File: src/rtl/icache_set_refill_if.sv
// Lookup/refill bus of one instruction-cache set.
// master: drives the lookup request and the L2 refill beats, receives the lookup result and refill status.
// slave : the cache set (icache_set_refill).
interface icache_set_refill_if #(
   parameter int unsigned B            = 64,
   parameter int unsigned NUM_TAG_BITS = 20,
   parameter int unsigned BEAT_W       = 64
);
   localparam int unsigned OFF_W = $clog2(B);

   logic                    active_set_i;
   logic                    rep_enable_i;
   logic [OFF_W-1:0]        block_i;
   logic [NUM_TAG_BITS-1:0] tag_i;
   logic                    invalidate_i;
   logic                    l2_valid_i;
   logic [BEAT_W-1:0]       l2_data_i;
   logic                    refill_req_o;
   logic [31:0]             data_o;
   logic                    hit_o;
   logic                    miss_o;
   logic                    busy_o;
   logic                    refill_done_o;

   modport master (
      output active_set_i, rep_enable_i, block_i, tag_i, invalidate_i, l2_valid_i, l2_data_i,
      input  refill_req_o, data_o, hit_o, miss_o, busy_o, refill_done_o
   );

   modport slave (
      input  active_set_i, rep_enable_i, block_i, tag_i, invalidate_i, l2_valid_i, l2_data_i,
      output refill_req_o, data_o, hit_o, miss_o, busy_o, refill_done_o
   );
endinterface

File: src/rtl/icache_set_refill.sv
// One E-way set of an instruction cache with true-LRU ages and a beat-wise L2 refill engine.
// Ports: clk_i, reset_ni (async, active-low) plus bus (icache_set_refill_if.slave):
//   lookup  : active_set_i, tag_i, block_i -> hit_o, miss_o, data_o (zero-latency)
//   refill  : rep_enable_i, l2_valid_i, l2_data_i -> refill_req_o, busy_o, refill_done_o
//   control : invalidate_i clears every valid bit (aborts a refill in progress)
module icache_set_refill #(
   parameter int unsigned B            = 64,
   parameter int unsigned NUM_TAG_BITS = 20,
   parameter int unsigned E            = 4,
   parameter int unsigned BEAT_W       = 64
) (
   input logic               clk_i,
   input logic               reset_ni,
   icache_set_refill_if.slave bus
);
   localparam int unsigned OFF_W  = $clog2(B);
   localparam int unsigned WORD_W = OFF_W - 2;
   localparam int unsigned BEATS  = 8 * B / BEAT_W;
   localparam int unsigned LANES  = BEAT_W / 32;
   localparam int unsigned CNT_W  = (BEATS > 1) ? $clog2(BEATS) : 1;
   localparam int unsigned WAY_W  = $clog2(E);
   localparam int unsigned AGE_W  = WAY_W;

   localparam logic [1:0] IDLE   = 2'd0;
   localparam logic [1:0] FILL   = 2'd1;
   localparam logic [1:0] COMMIT = 2'd2;

   logic [1:0]              state_q, state_d;
   logic [CNT_W-1:0]        beat_cnt_q, beat_cnt_d;
   logic [E-1:0]            valid_q, valid_d;
   logic [AGE_W-1:0]        age_q [E];
   logic [AGE_W-1:0]        age_d [E];
   logic [NUM_TAG_BITS-1:0] tag_q [E];
   logic [NUM_TAG_BITS-1:0] tag_d [E];
   logic [BEAT_W-1:0]       data_q [E][BEATS];
   logic [BEAT_W-1:0]       data_d [E][BEATS];
   logic [NUM_TAG_BITS-1:0] fill_tag_q, fill_tag_d;
   logic [WAY_W-1:0]        victim_q, victim_d;

   logic                    hit_c;
   logic [WAY_W-1:0]        hit_way;
   logic [WAY_W-1:0]        victim_c;
   logic                    lru_en;
   logic [WAY_W-1:0]        lru_way;

   // Tag compare; only meaningful in IDLE, refill states force a miss.
   always_comb begin
      logic found;
      hit_way = '0;
      found   = 1'b0;
      for (int unsigned i = 0; i < E; i++) begin
         if (!found && valid_q[i] && (tag_q[i] == bus.tag_i)) begin
            hit_way = WAY_W'(i);
            found   = 1'b1;
         end
      end
      hit_c = found && bus.active_set_i && (state_q == IDLE);
   end

   // Word select: beat = word / LANES, lane = word mod LANES.
   always_comb begin
      logic [WORD_W-1:0] word_idx;
      logic [CNT_W-1:0]  beat_sel;
      int unsigned       lane_sel;
      logic [BEAT_W-1:0] sel_beat;
      logic [31:0]       word;
      word_idx = bus.block_i[OFF_W-1:2];
      beat_sel = CNT_W'(32'(word_idx) / LANES);
      lane_sel = 32'(word_idx) % LANES;
      sel_beat = data_q[hit_way][beat_sel];
      word     = '0;
      for (int unsigned l = 0; l < LANES; l++) begin
         if (lane_sel == l) word = sel_beat[l*32 +: 32];
      end
      bus.data_o = hit_c ? word : 32'd0;
   end

   // Victim: lowest-index invalid way, otherwise the oldest (age E-1).
   always_comb begin
      logic found;
      victim_c = '0;
      found    = 1'b0;
      for (int unsigned i = 0; i < E; i++) begin
         if (!found && !valid_q[i]) begin
            victim_c = WAY_W'(i);
            found    = 1'b1;
         end
      end
      if (!found) begin
         for (int unsigned i = 0; i < E; i++) begin
            if (age_q[i] == AGE_W'(E - 1)) victim_c = WAY_W'(i);
         end
      end
   end

   // Next-state logic for the FSM, arrays and LRU ages.
   always_comb begin
      state_d    = state_q;
      beat_cnt_d = beat_cnt_q;
      valid_d    = valid_q;
      tag_d      = tag_q;
      data_d     = data_q;
      fill_tag_d = fill_tag_q;
      victim_d   = victim_q;
      lru_en     = 1'b0;
      lru_way    = hit_way;
      case (state_q)
         IDLE: begin
            if (bus.invalidate_i) begin
               valid_d = '0;
            end else if (hit_c) begin
               lru_en  = 1'b1;
               lru_way = hit_way;
            end else if (bus.miss_o && bus.rep_enable_i) begin
               state_d    = FILL;
               fill_tag_d = bus.tag_i;
               victim_d   = victim_c;
               beat_cnt_d = '0;
            end
         end
         FILL: begin
            if (bus.invalidate_i) begin
               state_d    = IDLE;
               beat_cnt_d = '0;
               valid_d    = '0;
            end else if (bus.l2_valid_i) begin
               data_d[victim_q][beat_cnt_q] = bus.l2_data_i;
               if (beat_cnt_q == CNT_W'(BEATS - 1)) begin
                  state_d    = COMMIT;
                  beat_cnt_d = '0;
               end else begin
                  beat_cnt_d = beat_cnt_q + CNT_W'(1);
               end
            end
         end
         COMMIT: begin
            tag_d[victim_q]   = fill_tag_q;
            valid_d[victim_q] = 1'b1;
            lru_en            = 1'b1;
            lru_way           = victim_q;
            state_d           = IDLE;
            beat_cnt_d        = '0;
            // invalidate wins over the valid bit set by the commit
            if (bus.invalidate_i) valid_d = '0;
         end
         default: begin
            state_d    = IDLE;
            beat_cnt_d = '0;
         end
      endcase

      // Move lru_way to age 0; younger ways age by one, keeping a permutation.
      age_d = age_q;
      if (lru_en) begin
         for (int unsigned i = 0; i < E; i++) begin
            if (age_q[i] < age_q[lru_way]) age_d[i] = age_q[i] + AGE_W'(1);
         end
         age_d[lru_way] = '0;
      end
   end

   // Control state, valid bits and ages.
   always_ff @(posedge clk_i or negedge reset_ni) begin
      if (!reset_ni) begin
         state_q    <= IDLE;
         beat_cnt_q <= '0;
         valid_q    <= '0;
         fill_tag_q <= '0;
         victim_q   <= '0;
         for (int unsigned i = 0; i < E; i++) age_q[i] <= AGE_W'(i);
      end else begin
         state_q    <= state_d;
         beat_cnt_q <= beat_cnt_d;
         valid_q    <= valid_d;
         fill_tag_q <= fill_tag_d;
         victim_q   <= victim_d;
         age_q      <= age_d;
      end
   end

   // Tag and data storage are not reset; valid bits gate their use.
   always_ff @(posedge clk_i) begin
      tag_q  <= tag_d;
      data_q <= data_d;
   end

   assign bus.hit_o         = hit_c;
   assign bus.miss_o        = bus.active_set_i && !hit_c;
   assign bus.busy_o        = (state_q != IDLE);
   assign bus.refill_req_o  = (state_q == FILL);
   assign bus.refill_done_o = (state_q == COMMIT);
endmodule

File: src/flat_wrapper.sv
// flat-port wrapper written by rule: the top's interface ports become plain ports
module icache_set_refill_flat 
#(
   parameter int unsigned B            = 64,
   parameter int unsigned NUM_TAG_BITS = 20,
   parameter int unsigned E            = 4,
   parameter int unsigned BEAT_W       = 64
)
  (clk_i, reset_ni, bus_active_set_i, bus_rep_enable_i, bus_block_i, bus_tag_i, bus_invalidate_i, bus_l2_valid_i, bus_l2_data_i, bus_refill_req_o, bus_data_o, bus_hit_o, bus_miss_o, bus_busy_o, bus_refill_done_o);
  icache_set_refill_if #(.B(B), .NUM_TAG_BITS(NUM_TAG_BITS), .BEAT_W(BEAT_W)) bus_i ();
  input logic clk_i;
  input logic reset_ni;
  input wire logic [$bits(bus_i.active_set_i)-1:0] bus_active_set_i;
  input wire logic [$bits(bus_i.rep_enable_i)-1:0] bus_rep_enable_i;
  input wire logic [$bits(bus_i.block_i)-1:0] bus_block_i;
  input wire logic [$bits(bus_i.tag_i)-1:0] bus_tag_i;
  input wire logic [$bits(bus_i.invalidate_i)-1:0] bus_invalidate_i;
  input wire logic [$bits(bus_i.l2_valid_i)-1:0] bus_l2_valid_i;
  input wire logic [$bits(bus_i.l2_data_i)-1:0] bus_l2_data_i;
  output wire logic [$bits(bus_i.refill_req_o)-1:0] bus_refill_req_o;
  output wire logic [$bits(bus_i.data_o)-1:0] bus_data_o;
  output wire logic [$bits(bus_i.hit_o)-1:0] bus_hit_o;
  output wire logic [$bits(bus_i.miss_o)-1:0] bus_miss_o;
  output wire logic [$bits(bus_i.busy_o)-1:0] bus_busy_o;
  output wire logic [$bits(bus_i.refill_done_o)-1:0] bus_refill_done_o;
  assign bus_i.active_set_i = bus_active_set_i;
  assign bus_i.rep_enable_i = bus_rep_enable_i;
  assign bus_i.block_i = bus_block_i;
  assign bus_i.tag_i = bus_tag_i;
  assign bus_i.invalidate_i = bus_invalidate_i;
  assign bus_i.l2_valid_i = bus_l2_valid_i;
  assign bus_i.l2_data_i = bus_l2_data_i;
  assign bus_refill_req_o = bus_i.refill_req_o;
  assign bus_data_o = bus_i.data_o;
  assign bus_hit_o = bus_i.hit_o;
  assign bus_miss_o = bus_i.miss_o;
  assign bus_busy_o = bus_i.busy_o;
  assign bus_refill_done_o = bus_i.refill_done_o;
  icache_set_refill #(.B(B), .NUM_TAG_BITS(NUM_TAG_BITS), .E(E), .BEAT_W(BEAT_W)) u_core (.clk_i(clk_i), .reset_ni(reset_ni), .bus(bus_i));
endmodule
File: config.mk
export PLATFORM = sky130hd
export DESIGN_NAME = icache_set_refill_flat
export DESIGN_NICKNAME = d
export VERILOG_FILES = /design/src/rtl/icache_set_refill_if.sv /design/src/rtl/icache_set_refill.sv /design/src/flat_wrapper.sv
export SDC_FILE = /design/constraint.sdc
export NUM_CORES = 2
export LEC_CHECK = 0
export BUFFER_PORTS_ARGS = -buffer_cell sky130_fd_sc_hd__buf_2
export CAP_MARGIN = 5
export CORE_ASPECT_RATIO = 1.1
export CORE_UTILIZATION = 30
export DETAILED_ROUTE_END_ITERATION = 7
export HOLD_SLACK_MARGIN = 0.12
export PLACE_DENSITY = 0.41
export SYNTH_ARGS = -nofsm -noshare
export SYNTH_HDL_FRONTEND = slang
export SYNTH_SLANG_ARGS = --single-unit
File: constraint.sdc
create_clock -name clk_i -period 11.65 [get_ports clk_i]
set_input_delay 1.165 -clock clk_i [delete_from_list [all_inputs] [get_ports clk_i]]
set_output_delay 1.165 -clock clk_i [all_outputs]
set_load 0.005 [all_outputs]
==> reports/metrics.yaml <==
status:
  status: "finished, final reports clean"
yosys:
  yosysWarnings: 0
  synth_nets: 6074
  netlist_instances: 5972
  synth_edf_count: 2128
  syn_avg_cell_area_um2: 14.3
  ys.flop_type: "edfxtp_1"
  ys_types: 69
  synth-seq-cells: 2167
  async_flop_share_pct: 1.80
  ys_seq_area_share_pct: 76.2
  synth_area_mm2: 0.0851
timing:
  fin_tns_setup_ns: 0
  hold_ws_ns: 0.369
  finalMaxSlewViolations: 0
  finalCritPeriodShare_pct: 66.1
  grt_setup_unrepaired: "false"
  fmaxAchievable_mhz: 130
  final.min_clock_period_ns: 7.70
  finalWorstSetupSlack_ns: 3.95
  finalHoldViolCount: 0
  slew-limit-headroom_pct: 17.2
  setup_viol_count_final: 0
  finClkSkew_ns: 0.0680
  worst_slew_pin_slew_ns: 1.24
grt:
  grtUsageTotal_pct: 20.0
  grt_antenna_before_repair: 36
  grt_overflow: 0
  grt_pass1_vias: 50362
  grt_max_degree: 167
  grt_pass1_wl_mm: 404
critical_path:
  endpoint_kind: "primary output"
  cpLargestDelayFamily: "simple AND/OR/NAND/NOR gates"
  worstPathCellList: "buf_2 > xnor2_1 > nand4_1 > nor4_1 > and4_1 > a211oi_4 > buf_4 > nor2_4 > buf_12 > buf_4 > a32oi_1 > nand3_1 > o21ai_0 > a22o_1 > buf_2"
  max_stage_delay_ns: 0.70
  worstSetupStartpointType: "primary input"
  cp_max_fo: 87
  crit_slowest_cell: "nor4_1"
  required_ns: 10.49
  worstPathArrival_ns: 6.54
  critPathBufInv: 5
  critical_path_class: "in -> out"
floorplanning:
  chipWidth_um: 510
  dieArea_mm2: 0.286
  die_y_um: 561
  initial_utilization_pct: 30.2
  design.core.area_mm2: 0.282
  ios: 133
  core.rowCount: 204
clock_network:
  cts.reportedPaths.clkPinSlew_ns: 0.06
  cts_made_buffers: 236
  clock_latency_ns: 0.89
  ctsHoldBuffers: 0
  cts_tree: "yes"
  cts_root_buffer: "clkbuf_16"
  post_cts_resized: 0
  htree_levels: 4
  post_cts_buffers: 0
  clockBufferDepth: 4
  numClockSinks: 2167
placement:
  port_buffers: 130
  finalWeightedCongestion: 0.742
  place_area_mm2: 0.0905
  place_ws_ns: 3.92
  placed_cells: 9578
  dpl.hpwl_mm: 149
detailed_routing:
  vias: 51621
  drt_wl_total_mm: 290
  avgViaCountPerCell: 5.16
  drtPass1Iterations: 7
  wl_per_cell_um: 29.0
  drc: 0
  drt_iter0_drc: 4329
  ant_nets: 0
cells_and_area:
  layout.nets: 6210
  fin_cells: 10009
  drive_above_1_share_pct: 10.7
  postLayoutCoreUtil_pct: 34.7
  fin_area_mm2: 0.0977
  multi_input_area_mm2: 0.0190
  layout_commonest_cell: "edfxtp_1"
  fillers: 27220
  layout_common_cells: "edfxtp_1 (2128), nand2_1 (1576), nand3_1 (567), mux2i_1 (270), clkbuf_16 (238)"
  seqCellArea_mm2: 0.0649
  area_delta_synth_final_pct: 14.8
power_and_ir_drop:
  p_total_mw: 16.1
  power_leakage_nw: 32.0
  pwr_density_cell_mw_per_mm2: 165
  peakVddDrop_uv: 120
min_path:
  hp-class: "in -> async"
flow_run:
  cap_viol_max_count: 0
cell type report:
cell class / instances / area share, %
antenna: 9 / 0.0231
clock buffer: 295 / 6.36
clock inverter: 127 / 0.960
inverter: 17 / 0.0653
multi-input combinational: 3418 / 19.5
sequential: 2167 / 66.4
tap: 3708 / 4.75
timing repair buffer: 268 / 1.98
kinds of logic (layout without fill, tap and decap cells):
kind of cell | after synthesis | count (layout) | share of synthesized area [%]
xor+xnor | 80 | 80 | 0.823
buf+inv | 387 | 707 | 1.86
simple gates | 2365 | 2365 | 11.7
mux | 311 | 311 | 3.72
flops | 2167 | 2167 | 76.2
fa+ha+maj | 6 | 6 | 0.0882
compound gates | 656 | 656 | 5.55
other cells | 0 | 9 | 0
worst paths after layout:
| kind | end | cells after the start | slack [ns] | startpoint |
|---|---|---|---|---|
| setup reg to reg | u_core.data_q[252] | 6 | 7.08 | u_core.state_q[0] |
| setup / recovery | bus_data_o[7] | 15 | 3.95 | bus_tag_i[4] |
| min in group clk_i | u_core.tag_q[41] | 0 | 0.49 | u_core.fill_tag_q[1] |
| hold / removal | u_core.fill_tag_q[9] | 2 | 0.37 | reset_ni |
| hold reg to reg | u_core.tag_q[41] | 0 | 0.49 | u_core.fill_tag_q[1] |
| max in group asynchronous | u_core.fill_tag_q[0] | 2 | 10.81 | reset_ni |
synth_stat cells, types with 28 or more instances:
| cell | count | area share (%) |
|---|---|---|
| buf_2 | 96 | 0.56 |
| a22o_1 | 28 | 0.29 |
| mux2i_1 | 270 | 3.2 |
| a32o_1 | 40 | 0.47 |
| a21oi_1 | 109 | 0.64 |
| buf_1 | 41 | 0.18 |
| nor2_1 | 74 | 0.33 |
| clkbuf_1 | 230 | 1.0 |
| xnor2_1 | 76 | 0.78 |
| nand4_1 | 93 | 0.68 |
| mux2_2 | 41 | 0.54 |
| edfxtp_1 | 2128 | 75 |
| nand2_1 | 1576 | 7.0 |
| nand3_1 | 567 | 3.3 |
| a31oi_1 | 105 | 0.77 |
| a32oi_1 | 138 | 1.4 |
| dfrtp_1 | 35 | 1.0 |
| o211ai_1 | 32 | 0.28 |
| o21ai_0 | 95 | 0.56 |
registers in the layout, summed over array words and instances, names as in the netlist:
signal             flops
u_core.age_q           8
u_core.beat_cnt_q      3
u_core.data_q       2048
u_core.fill_tag_q     20
u_core.state_q         2
u_core.tag_q          80
u_core.valid_q         4
u_core.victim_q        2
power by group:
group	switching (mW)	internal [mW]	leakage [nW]	total (mW)
Sequential	0.0267	8.60	19.6	8.63
Combinational	0.293	0.0821	8.93	0.375
Clock	3.08	4.02	3.49	7.10
metal layers:
layer  part of all wire, %  GRT usage, %
met1                    45          27.3
met2                    49          33.5
met5                 0.034             0
met3                   4.6          2.66
met4                   2.2          4.65
Power figures use the tool's default switching activity.
